===== config.mk =====
export PLATFORM = sky130hd
export DESIGN_NAME = mux_rr_sched
export DESIGN_NICKNAME = d
export VERILOG_FILES = /design/src/rtl/mux_rr_sched.sv
export SDC_FILE = /design/constraint.sdc
export NUM_CORES = 1
export LEC_CHECK = 0
export CORE_MARGIN = 4
export CORE_UTILIZATION = 54
export CTS_BUF_LIST = sky130_fd_sc_hd__clkbuf_16
export CTS_CLUSTER_DIAMETER = 50
export DETAILED_ROUTE_END_ITERATION = 8
export GPL_TIMING_DRIVEN = 0
export HOLD_SLACK_MARGIN = 0.15
export PLACE_DENSITY = 0.88
export SLEW_MARGIN = 20
export SYNTH_ARGS = -nofsm -noshare
export SYNTH_HDL_FRONTEND = slang
export SYNTH_SLANG_ARGS = --single-unit

===== constraint.sdc =====
create_clock -name clk_pad -period 3.8 [get_ports clk_pad]
set_clock_uncertainty 0.05 [all_clocks]
set_input_delay 0.57 -clock clk_pad [delete_from_list [all_inputs] [get_ports clk_pad]]
set_output_delay 0.57 -clock clk_pad [all_outputs]
set_load 0.01 [all_outputs]

===== src/rtl/mux_rr_sched.sv =====
// Round-robin scheduler for a shared 8:1 single-bit select path.
// Grants one requester at a time, bounded to BURST cycles, with one idle
// bubble between grants. Also registers the selected data bit as out_pad.
// Optional build macro: MUX_RR_SCHED_LOCK_EN adds lock_pad, which lets the
// current owner hold the grant past the burst limit.
//
// state   | meaning
// --------+-------------------------------------------------------------
// S_IDLE  | no owner, gnt_pad = 0; next requester picked after last_q
// S_GRANT | one owner, gnt_pad one-hot, sel_pad = owner index
module mux_rr_sched #(
   parameter int BURST = 4
) (
   input  logic       clk_pad,
   input  logic       rst_pad,
   input  logic [7:0] req_pad,
   input  logic [7:0] data_pad,
`ifdef MUX_RR_SCHED_LOCK_EN
   input  logic       lock_pad,
`endif
   output logic [2:0] sel_pad,
   output logic [7:0] gnt_pad,
   output logic       out_pad,
   output logic       valid_pad
);

   typedef enum logic {
      S_IDLE  = 1'b0,
      S_GRANT = 1'b1
   } state_t;

   localparam logic [3:0] CNT_LAST = 4'(BURST - 1);

   state_t     state_q, state_d;
   logic [2:0] sel_q,   sel_d;
   logic [7:0] gnt_q,   gnt_d;
   logic [3:0] cnt_q,   cnt_d;
   logic [2:0] last_q,  last_d;
   logic       out_q,   out_d;
   logic       valid_q, valid_d;

   logic       win_found;
   logic [2:0] win_idx;
   logic [2:0] cand;
   logic       owner_req;
   logic       burst_done;
   logic [3:0] cnt_inc;

   // Rotating priority search starting just after the previous owner.
   always_comb begin
      win_found = 1'b0;
      win_idx   = 3'd0;
      cand      = 3'd0;
      for (int i = 1; i <= 8; i++) begin
         cand = last_q + 3'(i);
         if (!win_found && req_pad[cand]) begin
            win_found = 1'b1;
            win_idx   = cand;
         end
      end
   end

   assign owner_req = req_pad[sel_q];

   // Release/increment qualifiers; lock suspends the burst limit and lets
   // the counter saturate so a long hold cannot wrap it back below the limit.
`ifdef MUX_RR_SCHED_LOCK_EN
   always_comb begin
      burst_done = ~lock_pad & (cnt_q >= CNT_LAST);
      cnt_inc    = (cnt_q == 4'hF) ? cnt_q : cnt_q + 4'd1;
   end
`else
   always_comb begin
      burst_done = (cnt_q == CNT_LAST);
      cnt_inc    = cnt_q + 4'd1;
   end
`endif

   // Next-state and grant decode.
   always_comb begin
      state_d = state_q;
      sel_d   = sel_q;
      gnt_d   = gnt_q;
      cnt_d   = cnt_q;
      last_d  = last_q;
      case (state_q)
         S_IDLE: begin
            gnt_d = 8'd0;
            if (win_found) begin
               state_d = S_GRANT;
               sel_d   = win_idx;
               gnt_d   = 8'(1) << win_idx;
               cnt_d   = 4'd0;
               last_d  = win_idx;
            end
         end
         S_GRANT: begin
            if (!owner_req || burst_done) begin
               state_d = S_IDLE;
               gnt_d   = 8'd0;
               cnt_d   = 4'd0;
            end else begin
               cnt_d = cnt_inc;
            end
         end
         default: begin
            state_d = S_IDLE;
            gnt_d   = 8'd0;
            cnt_d   = 4'd0;
         end
      endcase
   end

   // Data path follows the select registered on the previous edge.
   always_comb begin
      valid_d = |gnt_q;
      out_d   = (|gnt_q) & data_pad[sel_q];
   end

   // State and output registers with synchronous reset; last_q = 7 gives
   // source 0 first priority.
   always_ff @(posedge clk_pad) begin
      if (rst_pad) begin
         state_q <= S_IDLE;
         sel_q   <= 3'd0;
         gnt_q   <= 8'd0;
         cnt_q   <= 4'd0;
         last_q  <= 3'd7;
         out_q   <= 1'b0;
         valid_q <= 1'b0;
      end else begin
         state_q <= state_d;
         sel_q   <= sel_d;
         gnt_q   <= gnt_d;
         cnt_q   <= cnt_d;
         last_q  <= last_d;
         out_q   <= out_d;
         valid_q <= valid_d;
      end
   end

   assign sel_pad   = sel_q;
   assign gnt_pad   = gnt_q;
   assign out_pad   = out_q;
   assign valid_pad = valid_q;

endmodule

==> results of run 1 <==
## worst paths after layout
path / slack, ns / start / cells after the start / to
setup reg to reg: 0.28 / last_q[0] / 12 / gnt_pad[0]
hold reg to reg: 0.43 / gnt_pad[3] / 2 / gnt_pad[3]
hold / removal: 0.43 / gnt_pad[3] / 2 / gnt_pad[3]
setup / recovery: 0.28 / last_q[0] / 12 / gnt_pad[0]
## state kept, by name, indices dropped and copies added, names as in the netlist
register and cells:
cnt_q 4, gnt_pad 8, last_q 3, out_pad 1
sel_pad 3, state_q 1, valid_pad 1
## logic make-up (layout without fill, tap and decap cells)
| group | Yosys count | in the layout |
|---|---|---|
| flip-flops | 21 | 21 |
| XOR/XNOR | 5 | 5 |
| adder cells (fa/ha/maj) | 3 | 3 |
| AND/OR/NAND/NOR | 63 | 63 |
| AO/OA/AOI/OAI | 52 | 52 |
| multiplexers | 36 | 36 |
| buffers and inverters | 20 | 54 |
## metrics by stage
stage	worst slack [ns]	utilization (%)	hold slack, ns	area, sq um
floorplan	0.700	-	0.409	2010
global placement	0.294	68.2	0.421	2360
detailed placement	0.280	68.2	0.424	2360
CTS	0.226	70.5	0.432	2440
global route	0.0556	70.6	0.473	2450
finish	0.280	70.6	0.434	2450
## critical path, delay by kind of cell, from the launching register on
kind                     cells  cell delay (ns)
buffers and inverters        5             0.84
AO/OA/AOI/OAI                5             1.57
flip-flops                   1             0.36
adder cells (fa/ha/maj)      1             0.39
multiplexers                 1             0.20
## cell usage in the layout (no fill, tap or decap), types with 2 or more instances in the layout
master           synthesis  routed
clkdlybuf4s50_1          0      30
dfxtp_1                 21      21
nor2_1                  16      16
mux4_2                  15      15
nand2_1                 14      14
mux2i_1                 13      13
inv_1                    8       9
a21oi_1                  9       9
nand3_1                  7       6
o21ai_0                  6       6
buf_6                    5       5
nor2b_1                  4       4
and3_1                   4       4
o31ai_2                  4       4
a32o_1                   4       4
mux2_2                   3       3
and2_1                   3       3
a2111oi_0                3       3
ha_1                     3       3
clkbuf_16                0       3
buf_2                    2       2
xnor2_1                  2       2
mux4_1                   2       2
clkbuf_1                 2       2
xor2_1                   2       2
a22oi_1                  2       2
o211ai_1                 2       2
a311o_1                  2       2
a2bb2oi_1                2       2
nand2b_1                 2       2
a211oi_1                 2       2
o41ai_1                  2       2
o21ai_1                  2       2
nor4_1                   2       2
## routing by layer
layer / vias to the layer above / wire (um)
li1: 857 / -
met1: 877 / 2120
met2: 79 / 2320
met3: 8 / 325
met4: 0 / 57
met5: - / 0
## power groups by stage
stage / combinational (mW) / clock (mW) / sequential [mW]
final: 1.62 / 0.219 / 0.346
after global routing: 1.76 / 0.230 / 0.356
after CTS: 1.61 / 0.220 / 0.346
after detailed placement: 1.59 / 0 / 0.348
after global placement: 1.56 / 0 / 0.348
after floorplan: 1.23 / 0 / 0.359
## final cells by class
cell class,count,area (sq um)
Multi-Input combinational cell,159,1470
Fill cell,274,1020
Sequential cell,21,420
Timing Repair Buffer,30,300
Buffer,11,85.1
Clock buffer,3,75.1
Tap cell,46,57.6
Inverter,9,33.8
Clock inverter,1,3.75
==> flow_summary.yaml, run 1 <==
outcome:
  status: "completed"
yosys:
  cells_taking_the_most_area_after_synthesis: "dfxtp_1 (21%), mux4_2 (17%), mux2i_1 (6.5%), nor2_1 (3.0%), buf_6 (2.8%)"
  synth_top_area_share_pct: 20.9
  post_synth.cell_area_avg_sq_um: 10.0
  synthXorXnorAreaFrac_pct: 3.12
  synthMuxAreaShare_pct: 30.2
  synth_adder_area_share_pct: 1.87
  synth-edff-count: 0
  main_combinational_cell_family_by_area_after_synthesis: "multiplexers"
  syn-instance-count: 200
  synth_common_cells: "dfxtp_1 (21), nor2_1 (16), mux4_2 (15), nand2_1 (14), mux2i_1 (13)"
  post_synth_instance_area_sq_um: 2010
  yosys_register_bits: 21
  seq_area_frac_synth_pct: 20.9
  synth_most_common_cell: "dfxtp_1"
  post_synth_and_or_nand_nor_area_fraction_pct: 17.0
  synth_top_area_cell: "dfxtp_1"
  synth-compound-area-share_pct: 20.9
  yosysWarningCount: 0
  synth_top_flop_cell: "dfxtp_1"
  synth_async_sr_flop_share_pct: 0
  synth.distinct_cells: 62
  synth.net_count: 221
die:
  fp.dieH_um: 69.0
  die_w_um: 69.0
  die_area_sq_um: 4760
  pin_count: 31
  placement_rows: 21
  placeableCoreArea_sq_um: 3470
  start_util_pct: 57.9
clock_tree:
  cts_hold_repair.buffers: 0
  clk_root_buffer_cell: "clkbuf_16"
  clock-sinks: 21
  clock_latency_ns: 0.25
  clkTransAtPathRegs_ns: 0.06
  cts_made_buffers: 3
  cts-htree-levels: 1
  clk_path_buf_depth: 2
  post-cts-setup-buffers: 0
  post_cts_resize_count: 0
  clock_tree_from_tritoncts: "yes"
setup_path:
  worstPathArrival_ns: 3.62
  critical_path.endpoint_type: "flop"
  cp-start-kind: "flop"
  path_cells: "buf_6 > buf_6 > inv_1 > ha_1 > buf_4 > mux2i_1 > a2111oi_0 > o211ai_1 > a311o_1 > a31oi_4 > inv_1 > a32o_1"
  class_of_the_most_critical_setup_path: "flop to flop"
  timing.critical_path.required_ns: 3.90
  critical-path-max-stage-delay_ns: 0.45
  slowest_stage: "a2111oi_0"
  path_max_fanout: 10
grt:
  aggregate_global_route_resource_usage_pct: 23.1
  grt.met1_usage_pct: 32.5
  grt.met3_usage_pct: 3.40
  grt_use_met2_pct: 37.6
  grt_first_pass_wirelength_um: 8400
  grt_pass1_vias: 1754
  grt_max_degree: 12
  antenna_found_initial: 0
  overflow: 0
  grt_busiest_layer: "met2"
min_path:
  min_path_type: "flop to flop"
power_and_ir_drop:
  net_switching_fraction_of_the_power_pct: 46.0
  power.sequential.fraction_pct: 15.8
  power.combinational.fraction_pct: 74.2
  max-vdd-ir-drop_mv: 0.541
  fin_total_pwr_mw: 2.19
  clock_power_share_pct: 10.0
  power_switching_mw: 1.01
  p_int_mw: 1.18
  powerDensity_nw_per_um2: 894
  power.static_leakage_nw: 0.907
cells_and_area:
  fin_cells: 280
  layout.nets: 256
  antenna_diode_instance_count: 0
  synthToLayoutAreaGrowth_pct: 22.0
  fraction_of_layout_cells_with_a_size_suffix_above_1_pct: 19.7
route:
  remaining_drc_errors: 0
  drtPass1Iterations: 5
  detail_route.vias_per_cell: 6.50
  via_count: 1821
  route.antenna.remaining_nets: 0
  routedWlPerCell_um: 17.2
  route.final.wire_length_um: 4820
  drtIter0Drc: 152
timing:
  setup-tns-final_ns: 0
  maxSlewHeadroom_pct: 64.5
  tightestPinTransition_ns: 0.533
  fin_crit_sh_pct: 92.6
  fmax_mhz: 284
  final_hold_viol_count: 0
  final-setup-viol-count: 0
  timing.final.max_slew_violations: 0
  rsz0062_at_grt: "no"
  min_period_ns: 3.52
flow_run:
  maxCapViolCount: 0
placement:
  buffer_ports.inserted: 30
  gp_congestion: 0.891
  place.detailed.hpwl_um: 3720
  placed_cells_incl_taps: 276
(Power assumes the default switching activity.)
==> run 2: changes to the inputs <==
--- a/config.mk
+++ b/config.mk
@@ -5,7 +5,7 @@
 export SDC_FILE = /design/constraint.sdc
 export NUM_CORES = 1
 export LEC_CHECK = 0
-export CORE_MARGIN = 4
+export CORE_MARGIN = 5
 export CORE_UTILIZATION = 54
 export CTS_BUF_LIST = sky130_fd_sc_hd__clkbuf_16
 export CTS_CLUSTER_DIAMETER = 50
@@ -13,6 +13,7 @@
 export GPL_TIMING_DRIVEN = 0
 export HOLD_SLACK_MARGIN = 0.15
 export PLACE_DENSITY = 0.88
+export SETUP_SLACK_MARGIN = 0.5
 export SLEW_MARGIN = 20
 export SYNTH_ARGS = -nofsm -noshare
 export SYNTH_HDL_FRONTEND = slang
==> run 2 against run 1 <==
Net effect:
- global-route usage down 2.9 points
- clock-buffer cell count is the same
- first-iteration DRC count down 3.3%
- via count up 6.8%
- utilization increased by 2.4 points
- non-clock buffer count up 18
- final area grew 8.3%
- sequential power barely moved
- clock power barely moved
==> flow_summary.yaml, run 2 (same netlist as run 1, synthesis figures left out) <==
power_and_ir_drop:
  power.combinational.fraction_pct: 77.4
  max-vdd-ir-drop_mv: 0.598
  powerDensity_nw_per_um2: 950
  fin_total_pwr_mw: 2.52
  clock_power_share_pct: 8.8
  power_switching_mw: 1.15
  power.static_leakage_nw: 0.987
  p_int_mw: 1.37
  power.sequential.fraction_pct: 13.8
  net_switching_fraction_of_the_power_pct: 45.5
timing:
  fmax_mhz: 308
  fin_crit_sh_pct: 85.3
  maxSlewHeadroom_pct: 62.7
  timing.final.max_slew_violations: 0
  final-setup-viol-count: 0
  rsz0062_at_grt: "no"
  post-route-worst-setup-slack_ns: 0.557
  setup-tns-final_ns: 0
  final_hold_viol_count: 0
  min_period_ns: 3.24
  tightestPinTransition_ns: 0.557
die:
  placement_rows: 22
  placeableCoreArea_sq_um: 3630
  fp.dieH_um: 71.0
  die_w_um: 71.0
  pin_count: 31
  die_area_sq_um: 5040
  start_util_pct: 55.2
min_path:
  min_path_type: "flop to flop"
placement:
  buffer_ports.inserted: 30
  place.detailed.hpwl_um: 3580
  gp_congestion: 0.926
  detailedPlace.worstSlack_ns: 0.309
clock_tree:
  clk_root_buffer_cell: "clkbuf_16"
  clkTransAtPathRegs_ns: 0.06
  clock_tree_from_tritoncts: "yes"
  clock-sinks: 21
  cts-htree-levels: 1
  cts_made_buffers: 3
  clock_latency_ns: 0.25
  clk_path_buf_depth: 2
cells_and_area:
  register_area_sq_um: 422
  layout.nets: 274
  multiInputGateArea_sq_um: 1510
  mostFrequentLayoutCell: "clkdlybuf4s50_1"
  synthToLayoutAreaGrowth_pct: 32.2
  fillers: 260
  fraction_of_layout_cells_with_a_size_suffix_above_1_pct: 28.2
  largest_register_ffs: 8
  antenna_diode_instance_count: 0
  most-common-layout-cells: "clkdlybuf4s50_1 (30), dfxtp_1 (20), buf_4 (17), nor2_1 (16), mux4_2 (15)"
route:
  route.antenna.remaining_nets: 0
  detail_route.vias_per_cell: 6.48
  route.final.wire_length_um: 5520
  via_count: 1944
  drtIter0Drc: 147
  drtPass1Iterations: 4
  remaining_drc_errors: 0
  routedWlPerCell_um: 18.4
setup_path:
  class_of_the_most_critical_setup_path: "flop to flop"
  path_max_fanout: 10
  critical_path.endpoint_type: "flop"
  worstPathArrival_ns: 3.34
  timing.critical_path.required_ns: 3.89
  cp-start-kind: "flop"
outcome:
  status: "completed"
grt:
  aggregate_global_route_resource_usage_pct: 20.2
  grt_first_pass_wirelength_um: 8420
  grt_pass1_vias: 1759
  overflow: 0
  grt_max_degree: 12
  antenna_found_initial: 0
flow_run:
  maxCapViolCount: 0
-- run 2: cell count changes in the layout (fill, tap and decap cells not counted), sizes merged --
| cell | delta |
|---|---|
| inv | -2 |
| clkinvlp | +2 |
| buf | +18 |
-- run 2: final cells by class --
| cell class | count | share of cell area, % |
|---|---|---|
| Buffer | 11 | 3.68 |
| Multi-Input combinational cell | 159 | 57.1 |
| Clock buffer | 3 | 2.83 |
| Timing Repair Buffer | 48 | 16.6 |
| Tap cell | 48 | 2.26 |
| Inverter | 9 | 1.56 |
| Sequential cell | 21 | 15.9 |
| Clock inverter | 1 | 0.142 |
-- run 2: path summary, 6_finish.rpt --
check                                 from         end  slack, ns  cells after the start
worst min register to register  gnt_pad[3]  gnt_pad[3]       0.44                      2
worst max register to register   last_q[0]  gnt_pad[4]       0.56                     12
worst min-delay path            gnt_pad[3]  gnt_pad[3]       0.44                      2
worst max-delay path             last_q[0]  gnt_pad[4]       0.56                     12
-- run 2: power by group through the flow --
stage                     Sequential, mW  Clock (mW)  Combinational [mW]
after floorplan                    0.359           0                1.23
final                              0.347       0.221                1.95
after global routing               0.358       0.232                2.07
after CTS                          0.345       0.222                1.73
after detailed placement           0.349           0                1.59
after global placement             0.347           0                1.57
-- run 2: per-layer routing --
metal	vias up	part of all wire, %	wire, um	GRT usage [%]
met1	940	42	2290	26.9
met2	107	50	2770	34.4
met4	0	0.82	45	4.38
li1	888	-	-	-
met3	9	7.4	409	3.41
met5	-	0	0	0
-- run 2: repair_timing --
action / CTS / global route
gates resized for setup: 6 / 10
buffers inserted: 4 / 14
pin swaps: 1 / 6
endpoints found under the hold margin: 0 / 0
endpoints found under the setup margin: 14 / 17
hold buffers: 0 / 0
cloned: 0 / 0
-- run 2: through the flow --
| step | util (%) | cell area, sq um | hold WS (ns) | std cells |
|---|---|---|---|---|
| after floorplan | - | 2010 | 0.409 | 200 |
| after global placement | 65.2 | 2370 | 0.423 | 278 |
| after detailed placement | 65.2 | 2370 | 0.430 | 278 |
| after CTS | 69.2 | 2520 | 0.439 | 286 |
| after global routing | 73.0 | 2650 | 0.470 | 300 |
| final | 73.0 | 2650 | 0.441 | 300 |
-- run 2: critical path: stages (launching register included) --
cell        delay (ns)
dfxtp_2           0.34
buf_6             0.12
buf_12            0.13
clkinvlp_4        0.11
ha_4              0.30
mux4_2            0.61
mux2i_4           0.34
inv_2             0.10
o41ai_2           0.29
nand3_1           0.15
and3_1            0.18
buf_6             0.14
a32o_1            0.26
